===== src/rtl/approx_fp_arbiter.sv =====
// Round-robin front end sharing one fixed-latency approximate FP multiply pipe among NUM_REQ requesters.
// Optional result statistics are compiled in with APPROX_FP_STATS_EN.

module approx_fp_rsp_slot (
  input  logic        clk,
  input  logic        rst_n,
  input  logic        grant,
  input  logic        cap_en,
  input  logic        drop,
  input  logic [31:0] cap_data,
  input  logic        rsp_ready,
  output logic        outstanding,
  output logic        rsp_valid,
  output logic [31:0] rsp_data
);

  // grant/drop/capture/accept never target the same slot in one cycle: one transaction per requester
  always_ff @(posedge clk or negedge rst_n) begin
    if (!rst_n) begin
      outstanding <= 1'b0;
      rsp_valid   <= 1'b0;
      rsp_data    <= '0;
    end else begin
      if (rsp_valid && rsp_ready) begin
        rsp_valid   <= 1'b0;
        outstanding <= 1'b0;
      end
      if (drop)  outstanding <= 1'b0;
      if (grant) outstanding <= 1'b1;
      if (cap_en) begin
        rsp_valid <= 1'b1;
        rsp_data  <= cap_data;
      end
    end
  end

endmodule

module approx_fp_arbiter #(
  parameter int NUM_REQ    = 4,
  parameter int DP_LATENCY = 3
) (
  input  logic                     clk,
  input  logic                     rst_n,
  input  logic [NUM_REQ-1:0]       req_valid,
  output logic [NUM_REQ-1:0]       req_ready,
  input  logic [NUM_REQ-1:0][31:0] req_a,
  input  logic [NUM_REQ-1:0][31:0] req_b,
  output logic [NUM_REQ-1:0]       rsp_valid,
  input  logic [NUM_REQ-1:0]       rsp_ready,
  output logic [NUM_REQ-1:0][31:0] rsp_data,
  output logic                     dp_in_valid,
  output logic [31:0]              dp_in_a,
  output logic [31:0]              dp_in_b,
  input  logic                     dp_out_valid,
  input  logic [31:0]              dp_out_data,
  output logic                     busy,
  output logic                     err,
  output logic [15:0]              sat_cnt,
  output logic [15:0]              zero_cnt
);

  localparam int TAG_W = $clog2(NUM_REQ);

  typedef struct packed {
    logic [31:0] a;
    logic [31:0] b;
  } opnd_t;

  logic [NUM_REQ-1:0]                outstanding;
  logic [NUM_REQ-1:0]                elig;
  logic [NUM_REQ-1:0]                gnt;
  logic                              gnt_any;
  logic [TAG_W-1:0]                  gnt_idx;
  logic [TAG_W-1:0]                  rr_ptr;
  opnd_t                             dp_in_q;
  // stage 0 is the issue register itself; stage DP_LATENCY lines up with dp_out_valid
  logic [DP_LATENCY:0]               vld_pipe;
  logic [DP_LATENCY:0][TAG_W-1:0]    tag_pipe;
  logic                              head_vld;
  logic [TAG_W-1:0]                  head_tag;
  logic                              cap_hit;
  logic                              miss_hit;

  assign elig = req_valid & ~outstanding;

  always_comb begin : grant_search
    int j;
    j       = 0;
    gnt_any = 1'b0;
    gnt_idx = '0;
    for (int k = 0; k < NUM_REQ; k++) begin
      j = int'(rr_ptr) + k;
      if (j >= NUM_REQ) j = j - NUM_REQ;
      if (!gnt_any && elig[TAG_W'(j)]) begin
        gnt_any = 1'b1;
        gnt_idx = TAG_W'(j);
      end
    end
  end

  always_comb begin
    gnt = '0;
    if (gnt_any) gnt[gnt_idx] = 1'b1;
  end

  // ready is combinational from req_valid, so hold it low while reset is asserted
  assign req_ready = gnt & {NUM_REQ{rst_n}};

  assign head_vld = vld_pipe[DP_LATENCY];
  assign head_tag = tag_pipe[DP_LATENCY];
  assign cap_hit  = head_vld & dp_out_valid;
  assign miss_hit = head_vld & ~dp_out_valid;

  always_ff @(posedge clk or negedge rst_n) begin
    if (!rst_n) begin
      rr_ptr   <= '0;
      vld_pipe <= '0;
      tag_pipe <= '0;
      dp_in_q  <= '0;
      err      <= 1'b0;
    end else begin
      vld_pipe <= {vld_pipe[DP_LATENCY-1:0], gnt_any};
      tag_pipe <= {tag_pipe[DP_LATENCY-1:0], gnt_idx};
      if (gnt_any) begin
        dp_in_q.a <= req_a[gnt_idx];
        dp_in_q.b <= req_b[gnt_idx];
        rr_ptr    <= (gnt_idx == TAG_W'(NUM_REQ - 1)) ? '0 : gnt_idx + 1'b1;
      end
      if (head_vld != dp_out_valid) err <= 1'b1;
    end
  end

  assign dp_in_valid = vld_pipe[0];
  assign dp_in_a     = dp_in_q.a;
  assign dp_in_b     = dp_in_q.b;

  for (genvar i = 0; i < NUM_REQ; i++) begin : g_slot
    approx_fp_rsp_slot u_slot (
      .clk         (clk),
      .rst_n       (rst_n),
      .grant       (gnt[i]),
      .cap_en      (cap_hit && (head_tag == TAG_W'(i))),
      .drop        (miss_hit && (head_tag == TAG_W'(i))),
      .cap_data    (dp_out_data),
      .rsp_ready   (rsp_ready[i]),
      .outstanding (outstanding[i]),
      .rsp_valid   (rsp_valid[i]),
      .rsp_data    (rsp_data[i])
    );
  end

  assign busy = |outstanding;

`ifdef APPROX_FP_STATS_EN
  always_ff @(posedge clk or negedge rst_n) begin
    if (!rst_n) begin
      sat_cnt  <= '0;
      zero_cnt <= '0;
    end else if (cap_hit) begin
      if (dp_out_data[30:23] == 8'hFF && sat_cnt != 16'hFFFF) sat_cnt <= sat_cnt + 16'd1;
      if (dp_out_data == 32'h0 && zero_cnt != 16'hFFFF) zero_cnt <= zero_cnt + 16'd1;
    end
  end
`else
  assign sat_cnt  = '0;
  assign zero_cnt = '0;
`endif

endmodule


===== config.mk =====
export PLATFORM = sky130hd
export DESIGN_NAME = approx_fp_arbiter
export DESIGN_NICKNAME = d
export VERILOG_FILES = /design/src/rtl/approx_fp_arbiter.sv
export SDC_FILE = /design/constraint.sdc
export NUM_CORES = 1
export LEC_CHECK = 0
export CORE_AREA = 4 4 207 209
export DETAILED_ROUTE_END_ITERATION = 10
export DIE_AREA = 0 0 211 213
export PLACE_DENSITY = 0.58
export SYNTH_ARGS = -nofsm -noshare
export SYNTH_HDL_FRONTEND = slang
export SYNTH_SLANG_ARGS = --single-unit
export TNS_END_PERCENT = 20

===== constraint.sdc =====
create_clock -name clk -period 6.1 [get_ports clk]
set_input_delay 0.61 -clock clk [delete_from_list [all_inputs] [get_ports clk]]
set_output_delay 0.61 -clock clk [all_outputs]
set_load 0.05 [all_outputs]

# Word-level counts from Yosys, hierarchy flattened
# Index checks and enable logic that the tools add are counted.
# totals
ramBits	0
latchBits	0
output_inout_bits	235
romBits	0
inputBits	299
reg_bits	215
memories	0
wordCells	127
# op_classes
add_sub_neg	8
n_div	0
n_shift	0
magnitude_cmp	10
n_eq_ne	5
bitwise_logic	6
n_mux	48
mul	0
reduce_logical	29
# op_table
cell	n
32-bit binary-select mux with 2-bit select	2
32-bit two-way mux	2
1-bit two-way mux	29
2-bit two-way mux	9
1-bit logical AND	16
2-bit by 4-bit < comparator with 1-bit output, second input constant	4
3-bit nonzero test	4
3-bit >= comparator, second input constant	3
4-bit AND	2
1-bit binary-select mux with 2-bit select	4
2-bit nonzero test	4
2-bit by 1-bit subtractor with 2-bit output, second input constant	4
2-bit by 2-bit adder with 3-bit output, second input constant	2
2-bit == test, second input constant	3
4-bit two-way mux	1
4-bit inverter	1
4-bit OR reduction	1
2-bit by 1-bit adder with 3-bit output, second input constant	1
2-bit by 3-bit >= comparator with 1-bit output, second input constant	1
1-bit logical NOT	3
2-bit by 3-bit < comparator with 1-bit output, second input constant	1
2-bit by 1-bit adder with 2-bit output, second input constant	1
1-bit AND	2
1-bit demux with 2-bit select	1
other kinds (5)	5

# Depth between registers and ports, before layout
# depth
depth_word	21
depth_mapped	8
depth_no_buf	6

# Hierarchy
# From an unflattened synthesis, not the netlist that was laid out.
# hier_totals
cells_unflattened	913
area_unflattened_um2	11556.1
# modules_own_cells
mod	cells_per_inst	seq_area_each_um2	n_inst	area_per_inst_um2
approx_fp_arbiter	613	1976.9	1	5880.6
approx_fp_rsp_slot	75	850.8	4	1418.9

# Worst setup path before layout
# OpenSTA, ideal clock, no wires.
# synth_timing
path_type	input port to output port
from	input req_valid[1]
to	output req_ready[2]
path_buffers	2
t_arrival_ns	2.149
stages	7
required_time_ns	5.490
slack_ns	3.341
path_cell_list	nor2b_2 -> a311oi_1 -> o32a_1 -> buf_2 -> buf_2 -> ha_1 -> and3_1
# synth_between
elab_chain_len	20
word_cells_on_any_way	34
cone_classes	order compare (2); mux (23); bitwise (2); reduce/logical (7)
# synth_rtl
element	line	text
start: declaration	45	input logic [NUM_REQ-1:0] req_valid,
4-bit AND *	85	assign elig = req_valid & ~outstanding;
1-bit binary-select mux with 2-bit select	95	if (!gnt_any && elig[TAG_W'(j)]) begin
1-bit two-way mux (implied by the code) (2 in series)	95	
1-bit two-way mux	95	
1-bit logical NOT	95	
1-bit logical AND	95	
1-bit two-way mux	95	
1-bit logical NOT	95	
[4 not listed]	-	
2-bit two-way mux *	95	
via gnt_idx[1]	74	logic [TAG_W-1:0] gnt_idx;
2-bit by 3-bit < comparator with 1-bit output (implied by the code) or 2-bit by 1-bit >= comparator with 1-bit output (tied branches)	104	if (gnt_any) gnt[gnt_idx] = 1'b1;
1-bit logical AND (implied by the code)	104	
1-bit two-way mux (implied by the code)	104	
1-bit demux with 2-bit select *	104	
4-bit two-way mux *	104	
4-bit AND *	108	assign req_ready = gnt & {NUM_REQ{rst_n}};
end: declaration	46	output logic [NUM_REQ-1:0] req_ready,
# The timed path passes the listed nets; every way through them passes the cells marked *. The select of a mux whose other input is x is not followed.

# Worst setup path after layout
# layout_timing
from	input req_valid[2]
to	output req_ready[0]
# layout_between
elab_chain_len	20
word_cells_on_any_way	34
cone_classes	order compare (2); mux (23); bitwise (2); reduce/logical (7)
# layout_rtl
element	line
4-bit AND *	85
1-bit binary-select mux with 2-bit select	95
1-bit two-way mux (implied by the code) (2 in series)	95
1-bit two-way mux	95
1-bit logical NOT	95
1-bit logical AND	95
1-bit two-way mux	95
1-bit logical NOT	95
[3 not listed]	-
1-bit logical AND	95
2-bit two-way mux	95
2-bit by 3-bit < comparator with 1-bit output (implied by the code) or 2-bit by 1-bit >= comparator with 1-bit output (tied branches)	104
1-bit logical AND (implied by the code)	104
1-bit two-way mux (implied by the code)	104
1-bit demux with 2-bit select	104
4-bit two-way mux *	104
4-bit AND *	108
# Every way passes the cells marked *; elsewhere a longest branch is shown, timed or not. The select of a mux whose other input is x is not followed.

==> impl_metrics.tcl <==
set metrics [dict create \
    grt_pass1_wl_mm 54.5 \
    die_h_um 213 \
    routed_wl_mm 37.3 \
    fin_area_um2 16400 \
    setup_viol_count_final 0 \
    cp-start-kind "primary input" \
    hold_violations 0 \
    timing.final.crit_share 0.650 \
    status "finished, final reports clean" \
    vias_per_cell 4.44 \
    layout.nets 1532 \
    drive_gt1_frac 0.199 \
    synth_top_area_frac 0.524 \
    internal_power_mw 5.43 \
    yosys_warnings 0 \
    worstPathMaxFanout 65 \
    syn_avg_cell_area_um2 13.8 \
    seqCellArea_um2 5380 \
    syn2layout_area_growth_pct 59.9 \
    postPlaceCellArea_um2 15600 \
    grt_pass1_vias 8520 \
    post-route-min-period_ns 3.96 \
    pwr-share-comb 0.615 \
    postCtsSetupBuffers 0 \
    grt_start_max_net_pins 104 \
    row_count 74 \
    synth_seq_cells 215 \
    switchingPower_mw 5.16 \
    numPortBuffers 501 \
    maxSlewHeadroom 0.209 \
    cts_tree "done" \
    clkTransAtPathRegs_ns 0.06 \
    r2r-start "rr_ptr[1]" \
    worst_pin_slew_ns 1.19 \
    synth_ff_type "dfrtp_1" \
    max-cap-violations 0 \
    critPathCaptureType "output pin" \
    p_leak_nw 7.12 \
    ys_top_cells_by_count "215 x dfrtp_1, 129 x mux2_2, 128 x mux2i_1, 68 x nor2_1, 60 x a221oi_2" \
    diodes 0 \
    cts_max_level 1 \
    nFillCells 3914 \
    cts-resized-gates 0 \
    clock_power_share 0.142 \
    cts_buffer_depth 3 \
    first_pass_iters 4 \
    grtUsageTotal 0.157 \
    gr-total-overflow 0 \
    drt-initial-drc-count 325 \
    clock-root-buffer "clkbuf_16" \
    cp.arrival_ns 3.35 \
    dp_slack_ns 2.11 \
    antenna_found_initial 2 \
    clk_latency_ns 0.55 \
    setup_slack_ns 2.14 \
    core_um2 40800 \
    drc 0 \
    holdWs_ns 0.0614 \
    dp_hpwl_mm 28.4 \
    dieWidth_um 211 \
    synth_cell_types 36 \
    grt_setup_unrepaired "no" \
    ys_seq_area_frac 0.524 \
    cp-startpoint "req_valid[2]" \
    synth_edf_count 0 \
    vdd_drop_max_mv 0.237 \
    maxSlewViolCount 0 \
    final_cells 1778 \
    start_util 0.252 \
    async_flop_share 1.00 \
    vias 7892 \
    clock_sinks 215 \
    powerDensity_nw_per_um2 644 \
    seq_power_share 0.242 \
    clock_skew_ns 0.0145 \
    netlist_instances 746 \
    critPathKind "primary input to output pin" \
    io_pins 534 \
    numCtsBuffers 25 \
    gp_routability_congestion 0.804 \
    worstPathRequired_ns 5.49 \
    hold_buffers 0 \
    synth_area_leaders "dfrtp_1 52%, mux2_2 14%, mux2i_1 12%" \
    synth_top_cell_by_area "dfrtp_1" \
    die_area_um2 44900 \
    setup_tns_ns 0 \
    switching_share 0.487 \
    yosysMostFrequentCell "dfrtp_1" \
    place_inst 1734 \
    netlist_area_um2 10300 \
    wl_per_cell_um 21.0 \
    multi_input_comb_area_um2 4420 \
    ant_nets 0 \
    max_freq_ghz 0.252 \
    hold_path_class "primary input to asynchronous set/reset pin" \
]
==> kinds of logic after synthesis <==
logic type,share of synthesized area
adders and majority gates,0.00487
buffers and inverters,0.0610
AOI/OAI and AO/OA,0.102
DFF,0.524
other,0.000365
and+or+nand+nor,0.0420
muxes,0.266
==> power groups by stage <==
stage	Combinational [mW]	Clock, mW	Sequential, mW
6_report	6.51	1.50	2.57
5_1_grt	6.83	1.63	2.66
4_1_cts	6.59	1.56	2.57
3_5_place_dp	6.59	0	2.58
3_3_place_gp	6.55	0	2.57
2_1_floorplan	2.23	0	4.80
==> layout by cell type (no fill, tap or decap), types with 2 or more instances in the layout <==
master           count
bufinv_16            2
clkbuf_16           25
a221oi_1             4
ha_1                 4
buf_4                9
clkdlybuf4s50_1    500
mux2i_1            128
and3_1               4
nand2b_1             3
nand3b_1             3
clkinvlp_4           3
nand2_1              5
clkinv_2             4
mux2_2             129
conb_1              32
inv_1                7
clkbuf_1             5
inv_6                2
dfrtp_1            215
a32o_1               2
o21ai_0              5
a221oi_2            60
nor2b_1              2
nand3_1              2
nor2_1              68
clkbuf_8             2
==> final cells by class <==
class,instances,area share
flip-flops and latches,215,0.328
multi-input cells,468,0.269
well taps,532,0.0405
clock inverters,12,0.00853
inverters,8,0.00183
repair buffers,511,0.311
clock buffers,32,0.0409
==> routing by layer <==
layer	global-route usage	up-vias	share of wire
li1	-	3642	-
met1	0.194	3867	0.40
met2	0.270	330	0.50
met3	0.0489	51	0.083
met4	0.0360	2	0.020
met5	0	-	0.00035
==> final timing paths <==
| check | cells past startpoint | slack (ns) | end |
|---|---|---|---|
| max | 7 | 2.14 | req_ready[0] |
| min | 1 | 0.06 | g_slot[1].u_slot.rsp_data[6] |
| max reg2reg | 6 | 2.85 | dp_in_a[11] |
| min reg2reg | 0 | 0.35 | tag_pipe[4] |
| max in group asynchronous | 3 | 3.96 | g_slot[1].u_slot.rsp_data[13] |
| min in group clk | 0 | 0.35 | tag_pipe[4] |
==> state kept, by name, indices dropped and copies added (netlist names) <==
register,flops
g_slot.u_slot.rsp_data,128
g_slot.u_slot.rsp_valid,4
g_slot.u_slot.outstanding,4
head_tag,2
rr_ptr,2
dp_in_b,32
err,1
tag_pipe,6
dp_in_a,32
vld_pipe,4
==> metrics by stage <==
stage | power, mW | utilization
global route | 11.1 | 0.402
floorplan | 7.03 | -
detailed placement | 9.16 | 0.382
global placement | 9.11 | 0.382
CTS | 10.7 | 0.402
finish | 10.6 | 0.402
==> critical path, cell delays in order <==
cell             delay [ns]
clkdlybuf4s50_1        0.46
nand2b_1               0.13
o32a_1                 0.43
nand2_8                0.46
ha_1                   0.28
and3_1                 0.15
clkdlybuf4s50_1        0.81
Note: power is estimated with default switching activity, not from simulation.
